`src/rtl/mna_flit_rx_sequencer_pkg.sv`:
```
// ---------------------------------------------------------------------------
// mna_flit_rx_sequencer_pkg
// Shared definitions for the manager network adapter receive sequencer:
// flit type encodings, flit field positions and the sequencer state encoding.
// No ports (package).
// ---------------------------------------------------------------------------
package mna_flit_rx_sequencer_pkg;

   // Flit type field, bits [36:35] of a NoC flit
   typedef enum logic [1:0] {
      FLIT_TYPE_IDLE   = 2'b00,
      FLIT_TYPE_BODY   = 2'b01,
      FLIT_TYPE_HEAD   = 2'b10,
      FLIT_TYPE_SINGLE = 2'b11
   } flit_type_e;

   // Field positions inside a 37-bit flit
   localparam int FLIT_TYPE_MSB = 36;
   localparam int FLIT_TYPE_LSB = 35;
   localparam int FLIT_WR_BIT   = 34;
   localparam int FLIT_RSVD_MSB = 33;
   localparam int FLIT_RSVD_LSB = 32;
   localparam int PAYLOAD_MSB   = 31;
   localparam int PAYLOAD_LSB   = 0;

   // Sequencer states
   typedef enum logic [1:0] {
      ST_IDLE      = 2'b00,
      ST_WAIT_BODY = 2'b01,
      ST_ISSUE     = 2'b10
   } seq_state_e;

endpackage

```
`src/rtl/mna_flit_rx_sequencer_if.sv`:
```
// ---------------------------------------------------------------------------
// mna_flit_rx_sequencer_if
// Bundles the NoC flit input handshake and the AXI-side command handshake.
//   noc_data/noc_valid/noc_ready : incoming flit, accepted on valid && ready
//   cmd_valid/cmd_ready          : command handshake towards the AXI master
//   cmd_write/cmd_addr/cmd_wdata : command fields
// Modports:
//   master : the sequencer (consumes flits, produces commands)
//   slave  : the surrounding logic (produces flits, consumes commands)
// ---------------------------------------------------------------------------
interface mna_flit_rx_sequencer_if #(
   parameter int FLIT_W = 37,
   parameter int DATA_W = 32
);
   logic [FLIT_W-1:0] noc_data;
   logic              noc_valid;
   logic              noc_ready;
   logic              cmd_valid;
   logic              cmd_ready;
   logic              cmd_write;
   logic [DATA_W-1:0] cmd_addr;
   logic [DATA_W-1:0] cmd_wdata;

   modport master (
      input  noc_data, noc_valid, cmd_ready,
      output noc_ready, cmd_valid, cmd_write, cmd_addr, cmd_wdata
   );

   modport slave (
      output noc_data, noc_valid, cmd_ready,
      input  noc_ready, cmd_valid, cmd_write, cmd_addr, cmd_wdata
   );
endinterface

```
`src/rtl/mna_flit_rx_sequencer_field_split.sv`:
```
// ---------------------------------------------------------------------------
// mna_flit_field_split
// Purely combinational flit unboxing: splits a NoC flit into its type,
// write flag and payload. Reserved bits are ignored.
//   flit      in  FLIT_W  raw flit
//   flit_type out 2       decoded flit type
//   wr_flag   out 1       write flag (meaningful on head flits only)
//   payload   out DATA_W  address or write data
// ---------------------------------------------------------------------------
module mna_flit_field_split
   import mna_flit_rx_sequencer_pkg::*;
#(
   parameter int FLIT_W = 37,
   parameter int DATA_W = 32
) (
   input  logic [FLIT_W-1:0] flit,
   output flit_type_e        flit_type,
   output logic              wr_flag,
   output logic [DATA_W-1:0] payload
);
   logic unused_rsvd;

   assign flit_type   = flit_type_e'(flit[FLIT_TYPE_MSB:FLIT_TYPE_LSB]);
   assign wr_flag     = flit[FLIT_WR_BIT];
   assign payload     = flit[PAYLOAD_MSB:PAYLOAD_LSB];
   assign unused_rsvd = ^flit[FLIT_RSVD_MSB:FLIT_RSVD_LSB];
endmodule

```
`src/rtl/mna_flit_rx_sequencer.sv`:
```
// ---------------------------------------------------------------------------
// mna_flit_rx_sequencer
// Receive-side controller of the manager network adapter. Accepts NoC flits,
// pairs write heads with their body flit, and presents one complete AXI4-Lite
// command per packet. Handles orphan bodies, duplicate heads and a body-wait
// timeout as protocol errors.
//   clk        in   system clock
//   rst_n      in   asynchronous active-low reset
//   bus        ---  master modport: noc_* flit input, cmd_* command output
//   err_pulse  out  one-cycle pulse per protocol error
//   err_count  out  saturating protocol-error count
// ---------------------------------------------------------------------------
module mna_flit_rx_sequencer
   import mna_flit_rx_sequencer_pkg::*;
#(
   parameter int FLIT_W      = 37,
   parameter int DATA_W      = 32,
   parameter int TIMEOUT_CYC = 256,
   parameter int CNT_W       = 8
) (
   input  logic                    clk,
   input  logic                    rst_n,
   mna_flit_rx_sequencer_if.master bus,
   output logic                    err_pulse,
   output logic [CNT_W-1:0]        err_count
);
   localparam int              TO_W    = (TIMEOUT_CYC > 2) ? $clog2(TIMEOUT_CYC) : 1;
   localparam logic [TO_W-1:0] TO_LAST = TO_W'(TIMEOUT_CYC - 1);

   seq_state_e        state_q, state_d;
   logic [TO_W-1:0]   cnt_q, cnt_d;
   logic [DATA_W-1:0] addr_q, addr_d;
   logic [DATA_W-1:0] wdata_q, wdata_d;
   logic              write_q, write_d;
   logic              cmd_valid_q;
   logic              err_d, err_q;
   logic [CNT_W-1:0]  err_cnt_q;

   flit_type_e        flit_type;
   logic              wr_flag;
   logic [DATA_W-1:0] payload;
   logic              accept;
   logic              timed_out;

   mna_flit_field_split #(
      .FLIT_W (FLIT_W),
      .DATA_W (DATA_W)
   ) u_field_split (
      .flit      (bus.noc_data),
      .flit_type (flit_type),
      .wr_flag   (wr_flag),
      .payload   (payload)
   );

   // Ready is gated by rst_n so that every output reads 0 while reset is held.
   assign bus.noc_ready = rst_n && (state_q != ST_ISSUE);
   assign accept        = bus.noc_valid && bus.noc_ready;

   // A timeout only fires if no head, single or body flit is accepted in the
   // same cycle; idle flits do not rescue the packet.
   assign timed_out = (state_q == ST_WAIT_BODY) && (cnt_q == TO_LAST) &&
                      !(accept && (flit_type != FLIT_TYPE_IDLE));

   always_comb begin
      state_d = state_q;
      cnt_d   = cnt_q;
      addr_d  = addr_q;
      wdata_d = wdata_q;
      write_d = write_q;
      err_d   = 1'b0;

      case (state_q)
         ST_IDLE, ST_WAIT_BODY: begin
            if (state_q == ST_WAIT_BODY) begin
               cnt_d = cnt_q + TO_W'(1);
            end
            if (accept) begin
               case (flit_type)
                  FLIT_TYPE_HEAD, FLIT_TYPE_SINGLE: begin
                     // A new head while waiting abandons the pending packet
                     // and restarts exactly as from IDLE.
                     if (state_q == ST_WAIT_BODY) begin
                        err_d = 1'b1;
                     end
                     addr_d = payload;
                     cnt_d  = '0;
                     if (flit_type == FLIT_TYPE_HEAD && wr_flag) begin
                        write_d = 1'b1;
                        state_d = ST_WAIT_BODY;
                     end else begin
                        write_d = 1'b0;
                        wdata_d = '0;
                        state_d = ST_ISSUE;
                     end
                  end
                  FLIT_TYPE_BODY: begin
                     if (state_q == ST_IDLE) begin
                        err_d = 1'b1;
                     end else begin
                        wdata_d = payload;
                        write_d = 1'b1;
                        cnt_d   = '0;
                        state_d = ST_ISSUE;
                     end
                  end
                  FLIT_TYPE_IDLE: begin
                  end
                  default: begin
                  end
               endcase
            end
            if (timed_out) begin
               err_d   = 1'b1;
               cnt_d   = '0;
               state_d = ST_IDLE;
            end
         end
         ST_ISSUE: begin
            if (bus.cmd_ready) begin
               state_d = ST_IDLE;
            end
         end
         default: begin
            state_d = ST_IDLE;
            cnt_d   = '0;
         end
      endcase
   end

   always_ff @(posedge clk or negedge rst_n) begin
      if (!rst_n) begin
         state_q     <= ST_IDLE;
         cnt_q       <= '0;
         addr_q      <= '0;
         wdata_q     <= '0;
         write_q     <= 1'b0;
         cmd_valid_q <= 1'b0;
         err_q       <= 1'b0;
         err_cnt_q   <= '0;
      end else begin
         state_q     <= state_d;
         cnt_q       <= cnt_d;
         addr_q      <= addr_d;
         wdata_q     <= wdata_d;
         write_q     <= write_d;
         cmd_valid_q <= (state_d == ST_ISSUE);
         err_q       <= err_d;
         if (err_d && (err_cnt_q != {CNT_W{1'b1}})) begin
            err_cnt_q <= err_cnt_q + CNT_W'(1);
         end
      end
   end

   assign bus.cmd_valid = cmd_valid_q;
   assign bus.cmd_write = write_q;
   assign bus.cmd_addr  = addr_q;
   assign bus.cmd_wdata = wdata_q;
   assign err_pulse     = err_q;
   assign err_count     = err_cnt_q;
endmodule

```
`src/flat_wrapper.sv`:
```
// flat-port wrapper written by rule: the top's interface ports become plain ports
module mna_flit_rx_sequencer_flat import mna_flit_rx_sequencer_pkg::*;
#(
   parameter int FLIT_W      = 37,
   parameter int DATA_W      = 32,
   parameter int TIMEOUT_CYC = 256,
   parameter int CNT_W       = 8
)
  (clk, rst_n, err_pulse, err_count, bus_noc_data, bus_noc_valid, bus_cmd_ready, bus_noc_ready, bus_cmd_valid, bus_cmd_write, bus_cmd_addr, bus_cmd_wdata);
  mna_flit_rx_sequencer_if #(.FLIT_W(FLIT_W), .DATA_W(DATA_W)) bus_i ();
  input  logic clk;
  input  logic rst_n;
  output logic err_pulse;
  output logic [CNT_W-1:0] err_count;
  input wire logic [$bits(bus_i.noc_data)-1:0] bus_noc_data;
  input wire logic [$bits(bus_i.noc_valid)-1:0] bus_noc_valid;
  input wire logic [$bits(bus_i.cmd_ready)-1:0] bus_cmd_ready;
  output wire logic [$bits(bus_i.noc_ready)-1:0] bus_noc_ready;
  output wire logic [$bits(bus_i.cmd_valid)-1:0] bus_cmd_valid;
  output wire logic [$bits(bus_i.cmd_write)-1:0] bus_cmd_write;
  output wire logic [$bits(bus_i.cmd_addr)-1:0] bus_cmd_addr;
  output wire logic [$bits(bus_i.cmd_wdata)-1:0] bus_cmd_wdata;
  assign bus_i.noc_data = bus_noc_data;
  assign bus_i.noc_valid = bus_noc_valid;
  assign bus_i.cmd_ready = bus_cmd_ready;
  assign bus_noc_ready = bus_i.noc_ready;
  assign bus_cmd_valid = bus_i.cmd_valid;
  assign bus_cmd_write = bus_i.cmd_write;
  assign bus_cmd_addr = bus_i.cmd_addr;
  assign bus_cmd_wdata = bus_i.cmd_wdata;
  mna_flit_rx_sequencer #(.FLIT_W(FLIT_W), .DATA_W(DATA_W), .TIMEOUT_CYC(TIMEOUT_CYC), .CNT_W(CNT_W)) u_core (.clk(clk), .rst_n(rst_n), .bus(bus_i), .err_pulse(err_pulse), .err_count(err_count));
endmodule
```
`config.mk`:
```
export PLATFORM = sky130hd
export DESIGN_NAME = mna_flit_rx_sequencer_flat
export DESIGN_NICKNAME = d
export VERILOG_FILES = /design/src/rtl/mna_flit_rx_sequencer_pkg.sv /design/src/rtl/mna_flit_rx_sequencer_if.sv /design/src/rtl/mna_flit_rx_sequencer_field_split.sv /design/src/rtl/mna_flit_rx_sequencer.sv /design/src/flat_wrapper.sv
export SDC_FILE = /design/constraint.sdc
export NUM_CORES = 1
export LEC_CHECK = 0
export CORE_MARGIN = 3
export CORE_UTILIZATION = 40
export DETAILED_ROUTE_END_ITERATION = 12
export PLACE_DENSITY = 0.77
export SLEW_MARGIN = 20
export SYNTH_ARGS = -nofsm -noshare
export SYNTH_HDL_FRONTEND = slang
export SYNTH_HIERARCHICAL = 1
export SYNTH_SLANG_ARGS = --single-unit
```
`constraint.sdc`:
```
create_clock -name clk -period 1.9 [get_ports clk]
set_clock_uncertainty 0.05 [all_clocks]
set_input_delay 0.38 -clock clk [delete_from_list [all_inputs] [get_ports clk]]
set_output_delay 0.38 -clock clk [all_outputs]
set_load 0.05 [all_outputs]
```
* Word level (Yosys, flattened, before mapping) *
Index checks and enable logic that the tools add are counted.

word-level totals
  flip-flop bits (word level) = 85
  word-level logic and storage cells = 62
  input port bits = 41
  output and inout bits = 76

cells by class
  reductions and logical operators = 16
  mux-type cells = 25
  $add $sub $neg = 2
  eq/ne operators = 11

operators by type and width
  operator             number
  $mux 32              2
  $pmux 32 s2          1
  $mux 8               4
  $pmux 8 s2           2
  $add 8x1->8 const B  2
  $mux 2               5
  $eq 2x2->1 const B   4
  $eq 8x8->1 const B   1
  $ne 8x8->1 const B   1
  $pmux 2 s2           2
  $logic_and 1x1->1    7
  $mux 1               7
  $ne 2x2->1 const B   3
  $reduce_and 5->1     1
  $eq 2x1->1 const B   2
  $pmux 1 s2           2
  $reduce_and 4->1     1
  $reduce_bool 2->1    2
  $reduce_or 2->1      2
  $reduce_and 3->1     1
  $logic_not 2->1      1
  $logic_not 1->1      1

* Longest topological paths before layout *
Gate-level depths: netlist (run 1).

  depth in word-level cells = 9
  mapped depth = 8
  mapped depth without buffers = 6

* Modules after synthesis *
Netlist (run 1), hierarchy kept.

by module, submodules not included
  module                 cells an instance  seq. area each (um2)  instances  area an instance (um2)
  mna_flit_rx_sequencer  334                2127.0                1          3667.3
  mna_flit_field_split   35                 0.0                   1          262.8

* Least setup slack after synthesis (run 1) *
OpenSTA, ideal clock, no wires.

  kind = reg-to-reg
  from = register u_core.err_cnt_q[0], in the netlist u_core/err_count[0]
  to = register u_core.err_cnt_q[1], in the netlist u_core/err_count[1]
  stages on the path, launching flop included = 6
  arrival = 1.818 ns
  slack = -0.093 ns
  required time = 1.725 ns
  clock period less this slack = 1.993 ns
  library setup time = 0.125 ns
  buffers on the path = 0
  path through = dfrtp_1 > ha_1 > and3_1 > nand3_1 > o21ai_0 > mux2_2

on the way
  word-level cells in the longest chain between the ends = 2
  elaborated cells on any way between the ends = 3
  classes of those cells = add/sub (1); eq/ne (1); reduce/logical (1)

RTL lines
  what                                                 RTL line                      text
  from (decl)                                          mna_flit_rx_sequencer.sv:37   logic [CNT_W-1:0] err_cnt_q;
  from (signal assigned)                               mna_flit_rx_sequencer.sv:149  err_cnt_q <= err_cnt_q + CNT_W'(1);
  branches (longest 2 deep; another with $add 8x1->8)  --

Several ways; the timed one is not identified.
A chain may end at the register's enable or synchronous reset.

* Worst setup path after layout (run 1) *
  from = register u_core.state_q[0]
  to = output port bus_noc_ready

on the way
  word-level cells in the longest chain between the ends = 2

RTL lines
  what                    RTL line                      text
  from (decl)             mna_flit_rx_sequencer.sv:30   seq_state_e state_q, state_d;
  from (signal assigned)  mna_flit_rx_sequencer.sv:141  state_q <= state_d;
  $ne 2x2->1              mna_flit_rx_sequencer.sv:56   assign bus.noc_ready = rst_n && (state_q != ST_ISSUE);
  $logic_and 1x1->1       mna_flit_rx_sequencer.sv:56
  to (decl)               flat_wrapper.sv:18            output wire logic [$bits(bus_i.noc_ready)-1:0] bus_noc_ready;

Every way passes these cells.

==> run metrics, run 1 <==
status=finished clean; Die ar.=roughly 0.011 sq mm; Crit-path slowest cell=dfrtp_1; worst-margin pin slew=0.7196 ns; CTS tree=yes; H-tree depth=3; critical path type=reg -> out; Root Buffer Master=clkbuf_8; pin count of the biggest net entering global routing=59; unique cell type count in the Yosys netlist=41; CP peak stage delay=around 0.41 ns; DR pass1 iterations=4; Yosys warning count=6; 1st-iter DRT viols=180; Slew Limit Fails=0; DR WL/cell=around 15 microns; clk slew on worst S/H paths=0.08 ns; xor and xnor area share after synthesis=0.01114; HPWL after DPL=6.632 mm; initial core utilization=0.4174; global-route wire length before repair=around 15 mm; fmax=about 0.54 GHz; Fin. Hold Viols=0; worst hold path class=in -> async; Rows=35; Top FF cell, synth=dfrtp_1; diode count=0; clk_lat worst skew=0.35 ns; arrival time at the worst endpoint=1.43 ns; compound-cell area share of the yosys netlist=0.1012; Synth Area in Adders=0.006367; Final Cell Area=about 0.0052 sq mm; vias=3,014; io pins=about 120; Post-Syn Area per Cell=between 10 and 15 sq um; I/O Buffers=between 100 and 150; maximum fanout along the worst path=14; final wirelength=approximately 9.2 mm; RSZ-0062 raised after global routing=no; clock sink count=85; fraction of layout cells with a size suffix above 1=0.3502; relative slew slack=0.5203; cells along the critical path=buf_6 > inv_1 > nand2_2 > and2_4 > buf_12; Setup WS post-layout=around 0.036 ns; antenna violations before repair=0; Startpoint Class=flip-flop; Total GRT Usage=0.1681; number of nets with antenna violations after routing=0; asr flop ratio synth=1.000; max_cap viols=0; Tmin final=1.864 ns; WP data required=1.47 ns; Post-Route Utilization=0.5551; GPL Wtd Cong=0.8665; placed inst area=between 0.004 and 0.005 sq mm; via/cell ratio=around 5.0; mapped cell area=0.003930 sq mm; DRC violations left=0; Setup crit end kind=output pin; CTS Buffer Depth=2; vias in the first global route=approximately 3k; Die Ht=around 110 microns; Cells after Synth=between 300 and 400; nets=just over 500; VDD IR-drop max=about 0.00085 V; pre-CTS WS=-0.3569 ns; Mapped Nets=approximately 410; CTS Buf Count=9; Post-Synth Simple-Gate Area=0.1133; Final period util=0.9810; static leakage=between 2 and 2.5 nW; number of flops mapped to enable cells by yosys=0; final-report setup violation count=0; core area=0.009415 sq mm; Yosys reg bits=85; total gr overflow=0; power per cell area=~1300 mW/mm^2; crit-path leading delay family=flip-flops; mux cell area share after synthesis=0.1009; chip width=approximately 110 microns; Worst Path Buf+Inv=3; Seq/Total Area, Yosys=0.5412; largest family of logic cells by synthesized area=buffers and inverters; Final Power=0.006606 W; area growth from synthesis to final layout=32.98%
## cells by family (layout without fill, tap and decap cells)
logic type,count (synthesis),after routing
buffers and inverters,90,195
flip-flops,85,85
AND/OR/NAND/NOR,83,83
AO/OA/AOI/OAI,69,69
multiplexers,35,35
XOR/XNOR,5,5
adder cells (fa/ha/maj),2,2
## cell type report
class	instances	area [sq um]
sequential	85	2130
clock inverter	5	83.83
fill	847	4189
inverter	37	138.9
multi-input combinational	194	1365
clock buffer	10	137.6
timing repair buffer	143	1210
tap	129	161.4
## metal layers
layer,global-route usage,vias to the layer above,share of wire
li1,-,1420,-
met2,0.2805,93,0.51
met5,0,-,0
met4,0.04405,0,0.0062
met3,0.05497,6,0.070
met1,0.2100,1495,0.42
## registers in the layout, summed over array words and instances (netlist names)
name,flops
u_core/err_pulse,1
u_core/cnt_q,8
u_core/state_q,2
u_core/bus.cmd_valid,1
u_core/err_count,8
u_core/bus.cmd_wdata,32
u_core/bus.cmd_write,1
u_core/bus.cmd_addr,32
## synthesized netlist by cell type, types with 3 or more instances
| cell | count | area [sq um] |
|---|---|---|
| dfrtp_1 | 85 | 2127 |
| nand2_1 | 13 | 48.80 |
| clkbuf_1 | 8 | 30.03 |
| a31oi_1 | 6 | 37.54 |
| mux2_2 | 33 | 371.6 |
| and3_1 | 6 | 37.54 |
| nand3_1 | 38 | 190.2 |
| inv_1 | 37 | 138.9 |
| buf_2 | 8 | 40.04 |
| xor2_1 | 3 | 26.28 |
| nor2_1 | 8 | 30.03 |
| a21oi_1 | 11 | 55.05 |
| and2_1 | 3 | 18.77 |
| buf_4 | 35 | 262.8 |
| o21ai_0 | 40 | 200.2 |
## report_power, final
group	internal (W)	total (W)	switching (W)
clock	0.000774	0.00143	0.000654
combinational	0.000906	0.00271	0.00180
sequential	0.00219	0.00247	0.000275
total	0.00387	0.00661	0.00273
## through the flow
step | TNS (ns) | hold WS, ns | cells
CTS | 0 | 0.04159 | 602
floorplan | -0.01270 | 0.03441 | 369
detailed placement | -15.34 | 0.1551 | 586
finish | 0 | 0.03889 | 603
global placement | -12.44 | 0.1535 | 586
global route | 0 | 0.05263 | 603
## layout by cell type, fill, tap and decap left out, types with 6 or more instances in the layout
cell type        netlist  layout
buf_4                 35      99
dfrtp_1               85      83
o21ai_0               40      40
inv_1                 37      37
nand3_1               38      37
clkdlybuf4s50_1        0      35
mux2_2                33      33
nand2_1               13      12
clkbuf_8               0      10
a21oi_1               11      10
nor2_1                 8       8
a31oi_1                6       6
and3_1                 6       6
## worst paths after layout
path                                         start                      end  slack, ns  cells past startpoint
max                              u_core/state_q[0]            bus_noc_ready       0.04                      5
min                                          rst_n          u_core/cnt_q[1]       0.04                      2
max reg2reg                      u_core/state_q[1]      u_core/err_count[1]       0.13                      4
min reg2reg                u_core/bus.cmd_addr[31]  u_core/bus.cmd_addr[31]       0.46                      1
max in group asynchronous                    rst_n      u_core/err_count[0]       1.10                      2
min in group clk           u_core/bus.cmd_addr[31]  u_core/bus.cmd_addr[31]       0.46                      1
## what timing repair did
item	CTS	global route
endpoints found under the hold margin	2	0
buffers inserted	0	1
resized for setup	7	4
hold buffers	1	0
setup endpoints to repair	6	7
pin swaps	2	2
Note: power is estimated with default switching activity, not from simulation.
==> inputs of run 2 (changes only) <==
--- a/config.mk
+++ b/config.mk
@@ -6,9 +6,9 @@
 export NUM_CORES = 1
 export LEC_CHECK = 0
 export CORE_MARGIN = 3
-export CORE_UTILIZATION = 40
+export CORE_UTILIZATION = 47
 export DETAILED_ROUTE_END_ITERATION = 12
-export PLACE_DENSITY = 0.77
+export PLACE_DENSITY = 0.85
 export SLEW_MARGIN = 20
 export SYNTH_ARGS = -nofsm -noshare
 export SYNTH_HDL_FRONTEND = slang
==> constraint.sdc (replaced) <==
create_clock -name clk -period 1.88 [get_ports clk]
set_clock_uncertainty 0.05 [all_clocks]
set_input_delay 0.376 -clock clk [delete_from_list [all_inputs] [get_ports clk]]
set_output_delay 0.376 -clock clk [all_outputs]
set_load 0.05 [all_outputs]
==> run 2 against run 1 <==
Against the previous run:
- non-clock buffer count is 4 lower
- register-to-register slack worse by 0.11 ns
- flip-flop and latch count stayed put
- critical path depth is 1 higher
- critical endpoint is now u_core/state_q[0]
- highest routed layer unchanged
==> run metrics, run 2 (synthesis results as in run 1) <==
total gr overflow=0; commonest non-fill, non-tap cell in the layout=buf_4; clk_lat worst skew=0.34 ns; Cell Count, Final, Fillers Out=about 570; Startpoint Class=flip-flop; I/O Buffers=approximately 110; static leakage=roughly 2.4 nW; area growth from synthesis to final layout=31.52%; number of nets with antenna violations after routing=0; status=finished clean; DR WL/cell=~16 microns; pre-CTS WS=-0.3729 ns; RSZ-0062 raised after global routing=yes; maximum fanout along the worst path=31; Setup crit end kind=flip-flop; DR pass1 iterations=4; arrival time at the worst endpoint=2.08 ns; reg-to-reg setup timing slack=around 0.02 ns; power per cell area=between 1000 and 1500 mW/mm^2; Fin. Hold Viols=0; initial core utilization=0.4957; fmax=0.5377 GHz; Total GRT Usage=0.1992; H-tree depth=3; Final period util=0.9892; vias in the first global route=~3.2k; GPL Wtd Cong=around 0.85; VDD IR-drop max=between 0.0007 and 0.0008 V; Crit-path slowest cell=dfrtp_1; WP data required=around 2.1 ns; relative slew slack=0.5006; CP peak stage delay=0.49 ns; Final Power=about 0.0066 W; core area=around 0.0079 sq mm; via/cell ratio=approximately 5.3; Slew Limit Fails=0; Die Ht=around 97 microns; CTS Buf Count=9; worst-margin pin slew=0.7491 ns; clock sink count=85; Setup WS post-layout=about 0.02 ns; antenna violations before repair=0; 1st-iter DRT viols=about 220; DRC violations left=0; final-report setup violation count=0; global-route wire length before repair=roughly 16 mm; Tmin final=roughly 1.9 ns; fraction of layout cells with a size suffix above 1=0.3461; clk slew on worst S/H paths=~0.080 ns; vias=between 3k and 4k; HPWL after DPL=between 6 and 7 mm; cells along the critical path=inv_1 > nand4_1 > buf_12 > a2bb2oi_1 > o21ai_0 > and2_1; post-route setup TNS=0 ns; Post-Place Cells=around 550; Die ar.=between 0.009 and 0.01 sq mm; pin count of the biggest net entering global routing=between 80 and 90; nets=~510; CTS Buffer Depth=2; Rows=32; crit-path leading delay family=flip-flops; final wirelength=about 9.3 mm; critical path type=reg -> reg; worst hold path class=in -> async; max_cap viols=0; chip width=roughly 100 microns; Root Buffer Master=clkbuf_8; commonest non-fill, non-tap cells in the layout=buf_4, dfrtp_1, o21ai_0, nand3_1, inv_1; io pins=between 100 and 150; CTS tree=yes; # fillers=slightly above 600; diode count=0; Worst Path Buf+Inv=2
## run 2: worst paths after layout
path                       depth (start not counted)                       to                    start
min reg2reg                                        1  u_core/bus.cmd_addr[14]  u_core/bus.cmd_addr[14]
max                                                6        u_core/state_q[0]        u_core/state_q[1]
min in group clk                                   3     u_core/bus.cmd_write         bus_noc_data[36]
max in group asynchronous                          2          u_core/cnt_q[3]                    rst_n
min                                                2      u_core/err_count[0]                    rst_n
max reg2reg                                        6        u_core/state_q[0]        u_core/state_q[1]
## run 2: area by class of cell
cell class	count	area, sq um	area share
inverters	37	138.9	0.02687
clock buffers	13	148.9	0.02881
multi-input cells	194	1364	0.2639
well taps	102	127.6	0.02469
repair buffers	139	1189	0.2300
flip-flops and latches	85	2132	0.4125
clock inverters	3	68.82	0.01331
## run 2: per-stage QoR
stage               utilization  instance area [sq um]  hold slack, ns
floorplan                     -                   3948         0.03041
global placement         0.6160                   4883          0.1428
detailed placement       0.6160                   4883          0.1482
CTS                      0.6450                   5114          0.3760
global route             0.6520                   5169          0.2783
finish                   0.6520                   5169          0.1951
## run 2: layer usage
layer  global-route usage  part of all wire  vias up
met5                    0                 0        -
met4              0.06922             0.016        0
met3              0.05815             0.066       14
met2               0.3479              0.52      101
met1               0.2336              0.39     1504
li1                     -                 -     1416
## run 2: timing repair
action,in CTS,in global routing
gates resized for setup,4,11
buffers inserted,0,2
endpoints found under the setup margin,3,30
endpoints found under the hold margin,2,0
pin swaps,0,3
hold buffers,1,0
## run 2: where the power goes
| group | leakage (nW) | switching, W | internal, W |
|---|---|---|---|
| Sequential | 1.09 | 0.000275 | 0.00222 |
| Combinational | 1.24 | 0.00183 | 0.000897 |
| Clock | 0.108 | 0.000633 | 0.000790 |
==> inputs of run 3 (changes only) <==
--- a/config.mk
+++ b/config.mk
@@ -5,7 +5,7 @@
 export SDC_FILE = /design/constraint.sdc
 export NUM_CORES = 1
 export LEC_CHECK = 0
-export CORE_MARGIN = 3
+export CORE_MARGIN = 1.5
 export CORE_UTILIZATION = 47
 export DETAILED_ROUTE_END_ITERATION = 12
 export PLACE_DENSITY = 0.85
==> run 3 against run 2 <==
Against the previous run:
- setup slack better by 0.028 ns
- fmax is 1.6% higher
- sequential power hardly changed
- clock power is 17% lower
- critical path depth is 1 lower
- register-to-register slack better by 0.06 ns
- via count is 1.9% lower
- largest power group unchanged
- highest routed layer unchanged
==> run metrics, run 3 (synthesis results as in run 1) <==
RSZ-0062 raised after global routing=no; reg-to-reg setup timing slack=~0.08 ns; commonest non-fill, non-tap cells in the layout=buf_4, dfrtp_1, o21ai_0; Most Used Layer, Global Route=met2; status=finished clean; Post-Place Cells=562; power per cell area=between 1000 and 1500 mW/mm^2; HPWL after DPL=between 6 and 7 mm; fmax=approximately 0.55 GHz; Crit-path slowest cell=dfrtp_1; I/O Buffers=~110; Rows=33; DR WL/cell=about 15 microns; nets=approximately 500; max_cap viols=0; Total GRT Usage=0.2027; antenna violations before repair=0; Worst Hold Slack=around 0.026 ns; Tmin final=roughly 1.8 ns; Final period util=0.9741; CP peak stage delay=roughly 0.4 ns; Post-Route Utilization=0.6327; worst-margin pin slew=around 0.49 ns; core area=0.008175 sq mm; clock sink count=85; CTS tree=yes; final-report setup violation count=0; global-route met3 utilization=0.05556; # fillers=approximately 650; clk_lat worst skew=0.34 ns; post-route setup TNS=0 ns; cells along the critical path=buf_6 > inv_1 > nand2_2 > and2_4 > buf_12; Setup crit end kind=output pin; total gr overflow=0; Root Buffer Master=clkbuf_8; global-route wire length before repair=14.09 mm; via/cell ratio=just over 5; met1 GRT Util=0.2372; pre-CTS WS=-0.3595 ns; vias=~3.0k; CTS Buf Count=9; R2R cell count=6; Cell Count, Final, Fillers Out=between 500 and 600; Slew Limit Fails=0; CTS Buffer Depth=2; critical path type=reg -> out; Die Ht=94.44 microns; clk slew on worst S/H paths=roughly 0.090 ns; Worst Path Buf+Inv=3; number of nets with antenna violations after routing=0; fraction of layout cells with a size suffix above 1=0.3550; pin count of the biggest net entering global routing=40; 1st-iter DRT viols=roughly 150; DR pass1 iterations=4; arrival time at the worst endpoint=1.41 ns; VDD IR-drop max=about 0.00084 V; initial core utilization=0.4807; Startpoint Class=flip-flop; commonest non-fill, non-tap cell in the layout=buf_4; vias in the first global route=approximately 3.0k; area growth from synthesis to final layout=31.61%; H-tree depth=3; Die ar.=around 0.0089 sq mm; chip width=about 94 microns; Fin. Hold Viols=0; RR Endpoint=u_core/err_count[6]; r2r startpoint=u_core/state_q[0]; maximum fanout along the worst path=14; relative slew slack=0.6704; diode count=0; static leakage=2.439 nW; M2 GR Usage=0.3543; io pins=approximately 120; crit-path leading delay family=flip-flops; DRC violations left=0; Setup WS post-layout=between 0.04 and 0.05 ns; WP data required=~1.5 ns; GPL Wtd Cong=just over 0.8; worst hold path class=in -> async; final wirelength=~9 mm
run 3: timing repair:
| action | in CTS | in global routing |
|---|---|---|
| buffers inserted | 0 | 2 |
| gates resized for setup | 4 | 6 |
| pin swaps | 0 | 4 |
| endpoints found under the setup margin | 2 | 10 |
| hold buffers | 1 | 0 |
| hold endpoints to repair | 4 | 0 |
run 3: per-layer routing:
| layer | share of wire | vias up |
|---|---|---|
| li1 | - | 1418 |
| met1 | 0.41 | 1456 |
| met2 | 0.52 | 92 |
| met3 | 0.057 | 10 |
| met4 | 0.013 | 0 |
| met5 | 0 | - |
run 3: cell type report:
class                   instances  area, sq um  area share
repair buffers                144         1236      0.2390
clock inverters                 6        46.29    0.008950
flip-flops and latches         85         2130      0.4117
multi-input cells             194         1353      0.2615
well taps                     105        131.4     0.02540
inverters                      37        138.9     0.02685
clock buffers                  10        137.6     0.02661
run 3: per-stage QoR:
step | instance area [sq um] | power (W)
3_3_place_gp | 4937 | 0.005156
6_report | 5172 | 0.006397
2_1_floorplan | 3948 | 0.004300
5_1_grt | 5172 | 0.006706
3_5_place_dp | 4937 | 0.005234
4_1_cts | 5139 | 0.006441
run 3: worst max path at each step:
stage	start	end	slack [ns]	cells past startpoint
2_1_floorplan	bus_noc_data[36]	u_core/err_count[6]	-0.03	8
3_3_place_gp	bus_noc_data[35]	u_core/err_count[6]	-0.32	6
3_5_place_dp	bus_noc_data[35]	u_core/err_count[4]	-0.36	8
4_1_cts	bus_noc_data[35]	u_core/err_count[4]	0.003	8
5_1_grt	u_core/state_q[0]	bus_noc_ready	0.0005	5
6_report	u_core/state_q[0]	bus_noc_ready	0.05	5
run 3: report_power, final:
group          switching (W)  total, W  internal [W]
sequential          0.000269   0.00249       0.00222
clock               0.000659   0.00118      0.000523
combinational        0.00182   0.00273      0.000912
total                0.00274   0.00640       0.00365
==> RTL edit 1 (config.mk and constraints of run 3) <==
Put one more register stage on the output `err_count`, with the module's reset. The value now appears one clock later. The other outputs are not delayed to match.
--- a/src/rtl/mna_flit_rx_sequencer.sv
+++ b/src/rtl/mna_flit_rx_sequencer.sv
@@ -157,5 +157,11 @@
    assign bus.cmd_wdata = wdata_q;
    assign err_pulse     = err_q;
-   assign err_count     = err_cnt_q;
+   always_ff @(posedge clk or negedge rst_n) begin
+      if (!rst_n) begin
+         err_count <= '0;
+      end else begin
+         err_count <= err_cnt_q;
+      end
+   end
 endmodule
 
Behaviour: not the same (Yosys sat finds a counterexample within 4 cycles, from zero or initial values and one cycle with rst_n low).
==> RTL edit 1 against run 3 <==
Routed wire length is 3.2% higher; critical path depth rose by 1; final area is 5.1% higher; sequential cell count is 8 higher; total power rose by 0.53%; setup slack lost 0.0050 ns; area after synthesis rose by 6.3%; first-iteration DRC count down 33%; die area grew 6.1%.
==> RTL edit 1: results (changes against run 3) <==
[critical_path]
crit_slowest_cell=dlygate4sd3_1
crit_family=buffers and inverters
cp-startpoint=rst_n
path_max_fanout=18  ; +4
endpoint=u_core/bus.cmd_addr[8]
cp_slowest_stage_delay_ns=0.57  ; +0.17 ns
arrival_ns=2.03  ; +0.62 ns
rr_startpoint=u_core/err_cnt_q[0]
r2r_cells=5  ; -1
timing.rr.end=u_core/err_cnt_q[1]

[synthesis]
syn_nets=416  ; +0.97%
synthTopCellsByCount=93 x dfrtp_1, 42 x nand2_1, 35 x buf_4
synth_area_leaders=dfrtp_1 56%, mux2_2 8.6%, buf_4 6.3%
yosys.cell_types.count=50  ; +22%
seq_area_frac_synth_pct=55.7  ; +1.6 points
postSynthAreaPerCell_um2=11.2  ; +5.2%

[routing]
vias_per_cell=5.12  ; about the same
firstDrtPassIters=4  ; unchanged
drt_iter0_markers=102  ; -33%
drt-met1-wl_mm=3.83  ; +6.5%
met3_length_um=441  ; -13%
met2_length_mm=4.76  ; +3.2%
vias=2999  ; +0.77%
wire_per_inst_um=15.5  ; +2.3%

[pwr]
seqPwrFrac_pct=40.0  ; +1.1 points
pg_comb_mw=2.35  ; -14%
netSwitchingFraction_pct=38.4  ; -4.5 points
p_leak_nw=2.69  ; +10%
ir_drop_mv=0.607  ; -28%

[global_routing]
grt_max_degree=71  ; +78%
grt_pass1_vias=3055  ; +1.6%
grt_first_pass_wirelength_mm=15.0  ; +6.3%
grt.total_usage_pct=19.8  ; -0.52 points

[outcome]
status=completed

[clock_network]
clk_pin_slew_ns=0.09  ; about the same

[layout]
nFillCells=733  ; +12%
drive_gt1_share_pct=37.4  ; +1.9 points
final_nets=516  ; +0.39%

[sta]
worst_slew_pin_slew_ns=0.885  ; +0.396 ns
whs_ns=0.366  ; +0.340 ns
setup_viol=0  ; unchanged

[place]
dp_cells=563  ; +0.18%
gp_congestion=0.801  ; -0.88%
dp_hpwl_mm=6.63  ; +2.4%

RTL edit 1: cell count changes after synthesis, moves of 5 or more:
cell / before / now
o21ai_0: 40 / 32
nand2_1: 13 / 42
inv_1: 37 / 4
dfrtp_1: 85 / 93
nand3_1: 38 / 32
o21ai_1: 0 / 5
RTL edit 1: layer usage:
metal  track usage, %  vias up
met5                0        -
met4             5.05        0
met3             5.76        8
met2             33.7       68
met1             24.8     1469
li1                 -     1454
RTL edit 1: metrics by stage:
stage / power (mW) / util (%) / worst slack, ns / cell area (µm²)
global placement: 4.83 / 58.8 / -0.211 / 5110
finish: 6.43 / 62.7 / 0.0437 / 5440
global route: 6.71 / 62.7 / -0.0267 / 5440
floorplan: 4.14 / - / 0.110 / 4180
detailed placement: 4.90 / 58.8 / -0.243 / 5110
CTS: 6.42 / 61.8 / 0.0121 / 5360
RTL edit 1: what timing repair did:
action,CTS,global route
pin swaps,0,2
endpoints found under the hold margin,3,0
gates resized for setup,3,11
buffers inserted,1,5
hold buffers,1,0
endpoints found under the setup margin,1,47
RTL edit 1: cell families after synthesis:
| logic type | after synthesis | share of synthesized area (%) |
|---|---|---|
| flip-flops | 93 | 55.7 |
| buffers and inverters | 61 | 9.55 |
| adder cells (fa/ha/maj) | 2 | 0.599 |
| AO/OA/AOI/OAI | 69 | 10.7 |
| XOR/XNOR | 4 | 0.838 |
| AND/OR/NAND/NOR | 110 | 13.4 |
| multiplexers | 34 | 9.25 |
RTL edit 1: layout make-up:
class,instances,area (µm²),area share [%]
clock inverter,6,93.8,1.73
timing repair buffer,146,1240,22.8
clock buffer,10,138,2.53
inverter,4,15.0,0.276
tap,108,135,2.49
multi-input combinational,219,1490,27.3
sequential,93,2330,42.8
==> RTL edit 2 (config.mk and constraints of run 3) <==
Without the edit above. The 3 states of `seq_state_e` get a one-hot encoding in 3 bits.
--- a/src/rtl/mna_flit_rx_sequencer_pkg.sv
+++ b/src/rtl/mna_flit_rx_sequencer_pkg.sv
@@ -25,8 +25,8 @@
 
    // Sequencer states
-   typedef enum logic [1:0] {
-      ST_IDLE      = 2'b00,
-      ST_WAIT_BODY = 2'b01,
-      ST_ISSUE     = 2'b10
+   typedef enum logic [2:0] {
+      ST_IDLE      = 3'b001,
+      ST_WAIT_BODY = 3'b010,
+      ST_ISSUE     = 3'b100
    } seq_state_e;
 
Behaviour: no difference found for any inputs over 4 cycles, from zero or initial values and one cycle with rst_n low; so few cycles prove little.
==> RTL edit 2 against run 3 <==
The run now ends with negative setup slack left; final area rose by 4.2%; routed wire length rose by 7.6%; fmax shrank 12%; clock power is 5% higher; via count grew 1.3%; total power shrank 9.4%; sequential power down 6%; sequential cell count up 1; combinational power decreased by 19%; setup slack got worse by 0.25 ns; area after synthesis fell by 0.99%; utilization up 3.0 points; first-iteration DRC count increased by 6.6%; largest cell class unchanged; largest power group is now registers; highest routed layer unchanged.
==> RTL edit 2: results (changes against run 3) <==
[routing]
vias=3014  ; +1.3%
drt_iter0_markers=162  ; +6.6%
firstDrtPassIters=4  ; unchanged
wl_mm=9.49  ; +7.6%

[synthesis]
synth_area_leaders=dfrtp_1 55%, mux2_2 9.5%, nand2_1 6.8%
synth_fa_ha_area_share_pct=0.643  ; +0.0063 points
async_flop_share_pct=100  ; unchanged
synthXorXnorAreaFrac_pct=2.25  ; +1.1 points
seq_area_frac_synth_pct=55.3  ; +1.2 points
yosys.cell_types.count=39  ; -4.9%
synth_flop_cell=dfrtp_1
synth_compound_area_share_pct=8.65  ; -1.5 points
syn_nets=407  ; -1.2%
synthTopCellsByCount=85 x dfrtp_1, 71 x nand2_1, 37 x o21ai_0
muxShareOfSynthArea_pct=10.1  ; +0.036 points

[place]
dp_hpwl_mm=6.11  ; -5.6%
post_dp_cell_area_um2=4940  ; +0.10%
gp_congestion=0.810  ; +0.31%

[critical_path]
path_max_fanout=8  ; -6
cp_slowest_stage_delay_ns=0.40  ; about the same
crit_slowest_cell=or3b_4
arrival_ns=2.27  ; +0.86 ns
crit_family=simple AND/OR/NAND/NOR gates
cp-startpoint=u_core/state_q[2]

[pwr]
ir_drop_mv=0.608  ; -27%
p_leak_nw=2.57  ; +5.3%
p_int_mw=3.45  ; -5.5%

[outcome]
violations=negative setup slack
status=complete, but fails checks

[clock_network]
cts_setup_buffers=6  ; +6
clk_pin_slew_ns=0.09  ; about the same
cts_resized=16  ; +12
numCtsBuffers=9  ; unchanged
cts_root_buf=clkbuf_8
cts_buffer_depth=2  ; unchanged
clock_latency_ns=0.34  ; about the same

[global_routing]
grt_max_degree=51  ; +28%
met1_usage_pct=25.7  ; +2.0 points
grt.total_usage_pct=20.9  ; +0.60 points
met3_usage_pct=6.55  ; +1.0 points
use_met2_pct=35.1  ; -0.35 points
grt_first_pass_wirelength_mm=14.3  ; +1.5%

[sta]
setup_viol=9  ; +9
fin_ws_ns=-0.203  ; -0.251 ns
worst_slew_pin_slew_ns=0.638  ; +0.148 ns

[layout]
drive_gt1_share_pct=39.1  ; +3.6 points
nFillCells=630  ; -3.4%
final_nets=519  ; +0.97%

[min_path]
hold_class=primary input to asynchronous set/reset pin

RTL edit 2: cell type report:
| class | instances | area [µm²] | area share, % |
|---|---|---|---|
| clock buffers | 11 | 151 | 2.81 |
| clock inverters | 5 | 40.0 | 0.743 |
| inverters | 3 | 11.3 | 0.209 |
| multi-input cells | 224 | 1570 | 29.2 |
| flip-flops and latches | 86 | 2150 | 39.9 |
| well taps | 105 | 131 | 2.44 |
| repair buffers | 152 | 1330 | 24.7 |
RTL edit 2: through the flow:
stage                     setup WS (ns)  setup TNS (ns)  hold WS (ns)  std cells
final                            -0.203           -1.01        0.0495        586
after global routing             -0.231           -1.56        0.0794        586
after CTS                       -0.0950          -0.469        0.0547        583
after detailed placement         -0.310          -15.29         0.422        561
after global placement           -0.243          -12.67         0.412        561
after floorplan                  -0.136          -0.471        0.0304        364
RTL edit 2: routing by layer:
layer | vias up | part of all wire [%]
li1 | 1426 | -
met1 | 1460 | 42
met2 | 112 | 50
met3 | 16 | 6.5
met4 | 0 | 1.5
met5 | - | 0
RTL edit 2: power groups by stage:
stage,Sequential [mW],Clock (mW),Combinational [mW]
2_1_floorplan,3.39,0,0.403
3_3_place_gp,2.35,0,2.11
3_5_place_dp,2.37,0,2.15
4_1_cts,2.34,1.29,2.18
5_1_grt,2.38,1.37,2.31
6_report,2.34,1.24,2.21
RTL edit 2: worst paths after layout:
path                                             to  cells past startpoint
min                            u_core/bus.cmd_valid                      2
min reg2reg                u_core/bus.cmd_wdata[15]                      2
max in group asynchronous           u_core/cnt_q[1]                      2
max                             u_core/err_count[6]                      6
max reg2reg                     u_core/err_count[6]                      6
min in group clk           u_core/bus.cmd_wdata[15]                      2
